File: src/rtl/inst_ram_loader_pkg.sv
// Shared constants and FSM encoding for the instruction-RAM byte-stream loader.
// Imported by the loader RTL; the bench uses the same values.
package inst_ram_loader_pkg;

  localparam int         INST_DEPTH_DEF = 1024;
  localparam int         INST_MEM_WIDTH = 32;
  localparam logic [7:0] SYNC_BYTE_DEF  = 8'hA5;

  typedef enum logic [2:0] {
    ST_IDLE = 3'd0,
    ST_LEN0 = 3'd1,
    ST_LEN1 = 3'd2,
    ST_DATA = 3'd3,
    ST_CHK  = 3'd4,
    ST_DONE = 3'd5,
    ST_ERR  = 3'd6
  } ldr_state_e;

endpackage

File: src/rtl/inst_ram_loader.sv
// Framed byte-stream loader: SYNC, LEN_LO, LEN_HI, N payload bytes, 8-bit sum.
// Writes payload to consecutive RAM bytes and releases core_rst only on a good frame.
module inst_ram_loader
  import inst_ram_loader_pkg::*;
#(
  parameter int         INST_DEPTH = INST_DEPTH_DEF,
  parameter int         ADDR_W     = $clog2(INST_DEPTH),
  parameter logic [7:0] SYNC_BYTE  = SYNC_BYTE_DEF
) (
  input  logic              clk,
  input  logic              rst,
  input  logic [7:0]        rx_data,
  input  logic              rx_valid,
  output logic [ADDR_W-1:0] mem_addr,
  output logic [7:0]        mem_din,
  output logic              mem_en,
  output logic              mem_we,
  output logic              core_rst,
  output logic              load_done,
  output logic              load_err
);

  localparam logic [16:0] DEPTH_LIMIT = 17'(INST_DEPTH);

  ldr_state_e        r_state;
  logic [15:0]       r_len;
  logic [15:0]       r_cnt;
  logic [7:0]        r_sum;
  logic [ADDR_W-1:0] r_mem_addr;
  logic [7:0]        r_mem_din;
  logic              r_mem_en;
  logic              r_core_rst;
  logic              r_load_done;
  logic              r_load_err;

  logic              w_is_sync;
  logic [15:0]       w_len;
  logic [15:0]       w_cnt_next;
  logic [7:0]        w_sum_next;

  always_comb begin
    w_is_sync  = (rx_data == SYNC_BYTE);
    w_len      = {rx_data, r_len[7:0]};
    w_cnt_next = r_cnt + 16'd1;
    w_sum_next = r_sum + rx_data;
  end

  always_ff @(posedge clk) begin
    if (rst) begin
      r_state     <= ST_IDLE;
      r_len       <= '0;
      r_cnt       <= '0;
      r_sum       <= '0;
      r_mem_addr  <= '0;
      r_mem_din   <= '0;
      r_mem_en    <= 1'b0;
      r_core_rst  <= 1'b1;
      r_load_done <= 1'b0;
      r_load_err  <= 1'b0;
    end else begin
      // Write strobe is a one-cycle pulse per accepted payload byte.
      r_mem_en <= 1'b0;
      if (rx_valid) begin
        case (r_state)
          ST_IDLE, ST_DONE, ST_ERR: begin
            if (w_is_sync) begin
              r_state     <= ST_LEN0;
              r_core_rst  <= 1'b1;
              r_load_done <= 1'b0;
              r_load_err  <= 1'b0;
              r_cnt       <= '0;
              r_sum       <= '0;
            end
          end
          ST_LEN0: begin
            r_len[7:0] <= rx_data;
            r_state    <= ST_LEN1;
          end
          ST_LEN1: begin
            r_len <= w_len;
            if (w_len == 16'd0) begin
              r_state <= ST_CHK;
            end else if ({1'b0, w_len} > DEPTH_LIMIT) begin
              // Reject before any write so an oversized image cannot wrap the RAM.
              r_state    <= ST_ERR;
              r_load_err <= 1'b1;
            end else begin
              r_state <= ST_DATA;
            end
          end
          ST_DATA: begin
            r_mem_en   <= 1'b1;
            r_mem_addr <= r_cnt[ADDR_W-1:0];
            r_mem_din  <= rx_data;
            r_sum      <= w_sum_next;
            r_cnt      <= w_cnt_next;
            if (w_cnt_next == r_len) begin
              r_state <= ST_CHK;
            end
          end
          ST_CHK: begin
            if (rx_data == r_sum) begin
              r_state     <= ST_DONE;
              r_load_done <= 1'b1;
              r_core_rst  <= 1'b0;
            end else begin
              r_state    <= ST_ERR;
              r_load_err <= 1'b1;
            end
          end
          default: r_state <= ST_IDLE;
        endcase
      end
    end
  end

  assign mem_addr  = r_mem_addr;
  assign mem_din   = r_mem_din;
  assign mem_en    = r_mem_en;
  assign mem_we    = r_mem_en;
  assign core_rst  = r_core_rst;
  assign load_done = r_load_done;
  assign load_err  = r_load_err;

endmodule
File: config.mk
export PLATFORM = sky130hd
export DESIGN_NAME = inst_ram_loader
export DESIGN_NICKNAME = d
export VERILOG_FILES = /design/src/rtl/inst_ram_loader_pkg.sv /design/src/rtl/inst_ram_loader.sv
export SDC_FILE = /design/constraint.sdc
export NUM_CORES = 1
export LEC_CHECK = 0
export BUFFER_PORTS_ARGS = -buffer_cell sky130_fd_sc_hd__buf_4
export CAP_MARGIN = 20
export CORE_UTILIZATION = 50
export DETAILED_ROUTE_END_ITERATION = 12
export PLACE_DENSITY = 0.74
export SETUP_SLACK_MARGIN = 0.15
export SLEW_MARGIN = 20
export SYNTH_ARGS = -nofsm -noshare
export SYNTH_HDL_FRONTEND = slang
export SYNTH_SLANG_ARGS = --single-unit
File: constraint.sdc
create_clock -name clk -period 2.9 [get_ports clk]
set_input_delay 0.435 -clock clk [delete_from_list [all_inputs] [get_ports clk]]
set_output_delay 0.435 -clock clk [all_outputs]
set_load 0.02 [all_outputs]
Word-level counts from Yosys, hierarchy flattened --
Index checks and enable logic that the tools add are counted.
Storage, ports and cells: register bits 65, output and inout bits 23
Operators by class: add/subtract/negate cells 2, order comparisons 1, eq/ne operators 15, multiplexer cells 21, bitwise logic cells 1, reductions and logical operators 14
Operators by type and width (count):
- case mux 16 bit (2 select lines) | 1
- adder 16 x 1 -> 16 bit, second input constant | 1
- == test 16 bit | 1
- > comparator 16 x 11 -> 1 bit, second input constant | 1
- zero test 16 bit | 1
- two-way mux 16 bit | 1
- case mux 8 bit (2 select lines) | 1
- case mux 3 bit (5 select lines) | 1
- two-way mux 3 bit | 4
- != test 2 bit, second input constant | 6
- == test 3 bit, second input constant | 3
- adder 8 bit | 1
- == test 8 bit | 1
- == test 8 bit, second input constant | 1
- two-way mux 1 bit | 8
- two-way mux 8 bit | 1
- == test 3 x 2 -> 1 bit, second input constant | 2
- AND reduction 2 bit | 3
- AND reduction 3 bit | 2
- AND reduction 6 bit | 1
- case mux 1 bit (2 select lines) | 2
- AND reduction 4 bit | 1
- nonzero test 2 bit | 2
- == test 3 x 1 -> 1 bit, second input constant | 1
- other kinds (7) | 7

Logic depth before layout (Yosys ltp) --
Gate-level depths: netlist (run 1).
depth in word-level cells 4, mapped depth 8, mapped depth without buffers 8

Least setup slack after synthesis (run 1) --
No wires, ideal clock.
path kind input to register, start input port rx_data[6], end register r_state[0], arrival 2287 ps, data required time 2772 ps, slack 485 ps, cell stages on the path 6, path buffers 0, cell sequence or3_4 -> or3_4 -> a21boi_4 -> or4_4 -> nor4_4 -> a21oi_1
Between the ends: cells in the longest elaborated chain, start to end 4
RTL lines:
- start: declaration | RTL line inst_ram_loader.sv:12 | input logic [7:0] rx_data,
- > comparator 16 x 11 -> 1 bit | RTL line inst_ram_loader.sv:83 | end else if ({1'b0, w_len} > DEPTH_LIMIT) begin
- two-way mux 3 bit | RTL line inst_ram_loader.sv:83
- two-way mux 3 bit | RTL line inst_ram_loader.sv:81 | if (w_len == 16'd0) begin
- case mux 3 bit (5 select lines) | RTL line inst_ram_loader.sv:64 | case (r_state)
- end signal: assignment | RTL line inst_ram_loader.sv:67 | r_state <= ST_LEN0;
- end signal: assignment | RTL line inst_ram_loader.sv:82 | r_state <= ST_CHK;
- end signal: assignment | RTL line inst_ram_loader.sv:85 | r_state <= ST_ERR;
- end: declaration | RTL line inst_ram_loader.sv:25 | ldr_state_e r_state;
Several ways; a longest one is shown, not always the timed one. A chain may end at the register's enable or synchronous reset.

Worst setup path after layout (run 1) --
start register r_cnt[0], end register r_state[0]
Between the ends: cells in the longest elaborated chain, start to end 4
RTL lines:
- start: declaration | RTL line inst_ram_loader.sv:27 | logic [15:0] r_cnt;
- start signal: assignment | RTL line inst_ram_loader.sv:96 | r_cnt <= w_cnt_next;
- adder 16 x 1 -> 16 bit | RTL line inst_ram_loader.sv:44 | w_cnt_next = r_cnt + 16'd1;
- == test 16 bit | RTL line inst_ram_loader.sv:97 | if (w_cnt_next == r_len) begin
- != test 2 bit (no line)
- AND reduction 3 bit (no line)
- end signal: assignment | RTL line inst_ram_loader.sv:50 | r_state <= ST_IDLE;
- end signal: assignment | RTL line inst_ram_loader.sv:98 | r_state <= ST_CHK;
- end signal: assignment | RTL line inst_ram_loader.sv:103 | r_state <= ST_DONE;
Every way passes these cells.

==> impl_results.md, run 1 <==
- Yosys reg bits: 65
- CTS buffer count: 9
- DP Wirelength: 6010 um
- Fmax achieved: 0.402 GHz
- First-pass GRT wire length: 14600 um
- Critical path required time: 3.12 ns
- Post-synth EDFFs: 0
- CP Data Arrival Time: 2.71 ns
- Clk_lat worst skew: 0.36 ns
- Fill cell count: 614
- Clock Tree Buf Depth: 2
- Slowest stage delay, CP: 0.50 ns
- Worst-Margin Slew: 0.958 ns
- Hold crit path type: in2reg
- Overall global routing resource usage: 25.2%
- Most instantiated library cell after synthesis: nand2_1
- Post-synth top flop: dfxtp_1
- Flop pwr share: 42.3%
- Worst-path clk slew: 0.07 ns
- # clock sinks: 65
- Crit path max fanout: 8
- Worst r2r dst: r_state[0]
- Setup Viol. Count Final: 0
- Layout Nets: 484
- Vias in the first global route: 3074
- Switching Share: 30.3%
- Async SR Flop Fraction: 0%
- Finished Cell Area: 0.00405 mm^2
- RSZ-0062 raised after global routing: false
- CP Launch Type: register
- Library cells used by synthesis: 52
- Fin Hold WS: 0.356 ns
- Crit-path slowest cell: dfxtp_1
- Die Ht: 86.0 um
- Syn nets: 467
- Max-Slew Margin vs Limit: 35.6%
- Via count: 3284
- Critical path depth: 7
- Total power: 2.35 mW
- Mapped Cells: 447
- Slew Viols, Final: 0
- Largest net degree at the start of global routing: 72
- Post-CTS setup buffers: 0
- Initial DRC Count: 328
- P_int: 1.64 mW
- Crit. End Element: register
- DRT antenna net count: 0
- Combinational Power Share: 20.0%
- Placed cell areas: 0.00382 mm^2
- Final core occ: 59.6%
- Row cnt: 30
- Drt wl/cell: 15.4 um
- Post-route DRC: 0
- Initial antenna violation count: 0
- Outcome: finished clean
- Synth top cells by count: 72 x nand2_1, 65 x dfxtp_1, 49 x a21oi_1, 39 x nor2_1, 31 x clkbuf_1
- Fin. Hold Viols: 0
- Core area: 0.00679 mm^2
- Top cells by area, synth: dfxtp_1 37%, nand2_1 7.7%, a21oi_1 7.0%, xnor2_1 4.5%, nor2_1 4.1%
- Dpl cells: 549
- Starting Density: 51.9%
- Clock Power Share: 37.7%
- Multi-input gate area: 0.00208 mm^2
- CP Class: reg2reg
- Largest area contributor in the netlist: dfxtp_1
- Cells on worst reg2reg path: 7
- Setup TNS: 0 ns
- Non-Filler Instances: 565
- Leakage: 1.42 nW
- CTS root buffer: clkbuf_8
- Die ar.: 0.00740 mm^2
- RR Startpoint: r_cnt[0]
- Mean post-synth cell area: 7.89 um^2
- Ant. Diodes: 0
- Internal reg-to-reg setup slack: 0.41 ns
- CTS tree: built
- GR Overflow Total: 0
- Sw Pwr: 0.712 mW
- Boundary Pins: 34
- Worst setup endpoint: r_state[0]
- IR Drop Worst-Case VDD: 360 uV
- Final worst setup slack: 0.410 ns
- Number of buffer cells added on primary ports: 33
- Fraction of layout cells with a size suffix above 1: 13.4%
- Layout area overhead: 14.7%
- Crit path from: r_cnt[0]
- DIE WIDTH: 86.0 um
- Tmin final: 2.49 ns
- DR pass1 iterations: 4
- H-tree depth: 3
- Drt total wl: 8710 um
- Power Dens Cells: 581 mW/mm^2
- Yosys warns: 0
- Register area: 0.00130 mm^2
- Crit path max-delay family: simple AND/OR/NAND/NOR gates
- Pre-CTS setup slack: 0.229 ns
- Vias/cell: 5.81
- GPL Wtd Cong: 0.910
- Period utilisation layout: 85.8%
- Worst path bufs/invs: 0
- Synth top area share: 36.9%
- Mapped Area: 0.00353 mm^2
- Total of max-cap violations: 0
- Seq/Total Area, Yosys: 36.9%
- Cell Chain, Critical Path: ha_1, nand3_1, nor3_1, xnor2_1, or4_4, nor4_4, a21oi_1
- Clock Skew: 0.00959 ns
[per-layer routing]
layer / GRT usage [%] / up-vias / share of wire, %
met3: 4.72 / 17 / 5.0
met4: 11.5 / 0 / 2.0
met2: 39.4 / 102 / 46
met1: 33.7 / 1539 / 47
met5: 0 / - / 0
li1: - / 1626 / -
[cell families (layout without fill, tap and decap cells)]
group / count (synthesis) / in the layout / synth area share [%]
AO/OA/AOI/OAI: 113 / 113 / 20.7
XOR/XNOR: 26 / 26 / 6.45
flip-flops: 65 / 65 / 36.9
multiplexers: 9 / 9 / 2.55
AND/OR/NAND/NOR: 185 / 185 / 25.6
adder cells (fa/ha/maj): 9 / 9 / 3.40
buffers and inverters: 40 / 62 / 4.40
[power by group through the flow]
| stage | combinational [mW] | sequential [mW] | clock [mW] |
|---|---|---|---|
| 3_3_place_gp | 0.448 | 1.01 | 0 |
| 3_5_place_dp | 0.456 | 1.01 | 0 |
| 5_1_grt | 0.516 | 1.00 | 0.936 |
| 4_1_cts | 0.462 | 0.992 | 0.898 |
| 6_report | 0.470 | 0.995 | 0.886 |
| 2_1_floorplan | 0.370 | 0.989 | 0 |
[worst min-delay path by stage]
stage	from	to	cells past startpoint
finish	rx_data[4]	mem_din[4]	3
global route	rx_data[6]	mem_din[6]	3
CTS	rx_data[4]	r_len[12]	3
detailed placement	mem_din[4]	mem_din[4]	2
global placement	mem_din[5]	mem_din[5]	2
floorplan	r_len[12]	r_len[12]	2
[layout by cell type, fill, tap and decap left out, types with 9 or more instances in the layout]
cell / n
nand2_1: 72
dfxtp_1: 65
a21oi_1: 49
nor2_1: 39
buf_4: 39
xnor2_1: 18
nor3_1: 15
o21ai_0: 15
nand3_1: 11
a311oi_1: 10
clkbuf_8: 10
mux2i_1: 9
[timing repair]
item	in CTS	in global routing
resized for setup	0	1
hold buffers	0	0
endpoints found under the setup margin	0	1
[registers in the layout, indices dropped and copies added, names as in the netlist]
register	count
r_len	16
load_err	1
mem_addr	10
r_state	3
mem_din	8
r_cnt	16
core_rst	1
r_sum	8
load_done	1
mem_en	1
[worst reg2reg max path: stages, from the launching register on]
cell     delay [ns]
dfxtp_1        0.50
ha_1           0.32
nand3_1        0.14
nor3_1         0.39
xnor2_1        0.14
or4_4          0.44
nor4_4         0.31
a21oi_1        0.12
[cell type report]
| cell class | instances | area share, % |
|---|---|---|
| Sequential cell | 65 | 32.2 |
| Tap cell | 96 | 2.97 |
| Clock buffer | 10 | 3.40 |
| Clock inverter | 6 | 2.23 |
| Inverter | 7 | 0.649 |
| Timing Repair Buffer | 39 | 7.24 |
| Multi-Input combinational cell | 342 | 51.4 |
No activity file was read; power rests on OpenSTA's default activity.
==> inputs of run 2 (changes only) <==
- CORE_ASPECT_RATIO: unset -> 0.75
==> run 2 against run 1 <==
Against the previous run:
- fmax increased by 1.0%
- flip-flop and latch count unchanged
- largest cell class unchanged
- power decreased by 4.6%
==> impl_results.md, run 2 (synthesized netlist as in run 1, its figures left out) <==
- Sw Pwr: 0.712 mW (about the same)
- Post_cts resized: 0 (unchanged)
- Outcome: finished clean (unchanged)
- CTS root buffer: clkbuf_8 (unchanged)
- Switching Share: 31.7% (was 30.3%)
- Worst-Margin Slew: 0.728 ns (was 0.958 ns)
- Boundary Pins: 34 (unchanged)
- Core area: 0.00683 mm^2 (was 0.00679 mm^2)
- Starting Density: 51.6% (was 51.9%)
- DP Wirelength: 6580 um (was 6010 um)
- Critical path required time: 3.12 ns (about the same)
- Fmax achieved: 0.406 GHz (was 0.402 GHz)
- Layout Nets: 485 (was 484)
- Vias in the first global route: 2941 (was 3074)
- Row cnt: 26 (was 30)
- Vias/cell: 6.06 (was 5.81)
- CTS buffer count: 9 (unchanged)
- RSZ-0062 raised after global routing: false (unchanged)
- Setup TNS: 0 ns (unchanged)
- Most frequent cells in the layout: 72 x nand2_1, 65 x dfxtp_1, 49 x a21oi_1 (unchanged)
- Flop pwr share: 44.5% (was 42.3%)
- Total of max-cap violations: 0 (unchanged)
- Initial DRC Count: 299 (was 328)
- Leakage: 1.41 nW (was 1.42 nW)
- Post-CTS setup buffers: 0 (unchanged)
- H-tree depth: 3 (unchanged)
- Slew Viols, Final: 0 (unchanged)
- Clock Tree Buf Depth: 2 (unchanged)
- GPL Wtd Cong: 0.889 (was 0.910)
- Internal reg-to-reg setup slack: 0.44 ns (was 0.41 ns)
- Setup Viol. Count Final: 0 (unchanged)
- Cts hold-fix bufs: 0 (unchanged)
- First-pass GRT wire length: 14900 um (was 14600 um)
- CP Class: reg2reg (unchanged)
- Clock Skew: 0.00827 ns (was 0.00959 ns)
- # clock sinks: 65 (unchanged)
- CP Data Arrival Time: 2.69 ns (was 2.71 ns)
- Clock Power Share: 34.1% (was 37.7%)
- Number of buffer cells added on primary ports: 33 (unchanged)
- CTS tree: built (unchanged)
- Most common cell after layout, fill and taps aside: nand2_1 (unchanged)
- Hold crit path type: in2reg (unchanged)
- Crit. End Element: register (unchanged)
- Combinational Power Share: 21.5% (was 20.0%)
- Overall global routing resource usage: 26.3% (was 25.2%)
- GR Overflow Total: 0 (unchanged)
- Ant. Diodes: 0 (unchanged)
- Fraction of layout cells with a size suffix above 1: 13.4% (about the same)
- DRT antenna net count: 0 (unchanged)
- Die Ht: 74.8 um (was 86.0 um)
- Layout area overhead: 13.5% (was 14.7%)
- Initial antenna violation count: 0 (unchanged)
- Pre-CTS setup slack: 0.225 ns (was 0.229 ns)
- P_int: 1.53 mW (was 1.64 mW)
- Fin. Hold Viols: 0 (unchanged)
- Clk_lat worst skew: 0.35 ns (was 0.36 ns)
- Largest net degree at the start of global routing: 72 (unchanged)
- Post-route DRC: 0 (unchanged)
- Drt total wl: 9240 um (was 8710 um)
- Via count: 3357 (was 3284)
- DIE WIDTH: 99 um (was 86.0 um)
- DR pass1 iterations: 5 (was 4)
- Drt wl/cell: 16.7 um (was 15.4 um)
- Max-Slew Margin vs Limit: 51.5% (was 35.6%)
- Tmin final: 2.46 ns (was 2.49 ns)
- Crit path max fanout: 11 (was 8)
- Die ar.: 0.00740 mm^2 (about the same)
- Period utilisation layout: 85.0% (was 85.8%)
- Final worst setup slack: 0.436 ns (was 0.410 ns)
- CP Launch Type: register (unchanged)
- Worst-path clk slew: 0.07 ns (about the same)
- IR Drop Worst-Case VDD: 301 uV (was 360 uV)
- Fill cell count: 625 (was 614)
- Power Dens Cells: 560 mW/mm^2 (was 581 mW/mm^2)
[run 2: cell types whose count changed in the layout (fill, tap and decap cells not counted), sizes merged]
cell and change:
clkinv +2, inv -1, buf +1, bufinv -1
[run 2: final cells by class]
class | instances | area (um^2) | area share [%]
inverter | 7 | 26.3 | 0.656
multi-input combinational | 342 | 2080 | 51.8
clock buffer | 10 | 128 | 3.19
sequential | 65 | 1300 | 32.5
timing repair buffer | 40 | 300 | 7.50
clock inverter | 6 | 68.8 | 1.72
tap | 84 | 105 | 2.62
[run 2: through the flow]
step	total power, mW	std cells	instance area (um^2)	util, %	hold slack (ns)
after detailed placement	1.48	538	3810	55.8	0.449
after floorplan	1.36	447	3530	-	0.448
after CTS	2.25	554	4010	58.6	0.358
after global routing	2.35	554	4010	58.6	0.366
after global placement	1.47	538	3810	55.8	0.443
final	2.24	554	4010	58.6	0.369
[run 2: path summary, 6_finish.rpt]
path,from,to,depth (start not counted)
worst max register to register,r_cnt[4],r_state[1],6
worst max-delay path,r_cnt[4],r_state[1],6
worst min-delay path,rx_data[4],mem_din[4],3
worst min register to register,mem_addr[5],mem_addr[5],2
[run 2: layer usage]
layer | part of all wire, % | vias to the layer above | global-route usage [%]
li1 | - | 1628 | -
met4 | 1.1 | 0 | 6.30
met3 | 6.7 | 12 | 6.78
met2 | 42 | 118 | 40.2
met1 | 50 | 1599 | 37.5
met5 | 0 | - | 0
[run 2: critical path: stages (launching register included)]
cell and delay (ns):
dfxtp_1 0.55, nand3_1 0.29, nor3_1 0.39, xnor2_1 0.14, or4_4 0.54, nor4_4 0.34, a21oi_1 0.11
[run 2: power groups by stage]
stage               Clock [mW]  Sequential (mW)  Combinational (mW)
floorplan                    0            0.989               0.370
global placement             0             1.01               0.456
detailed placement           0             1.02               0.468
CTS                      0.782            0.995               0.472
global route             0.826             1.00               0.522
finish                   0.765            0.998               0.482
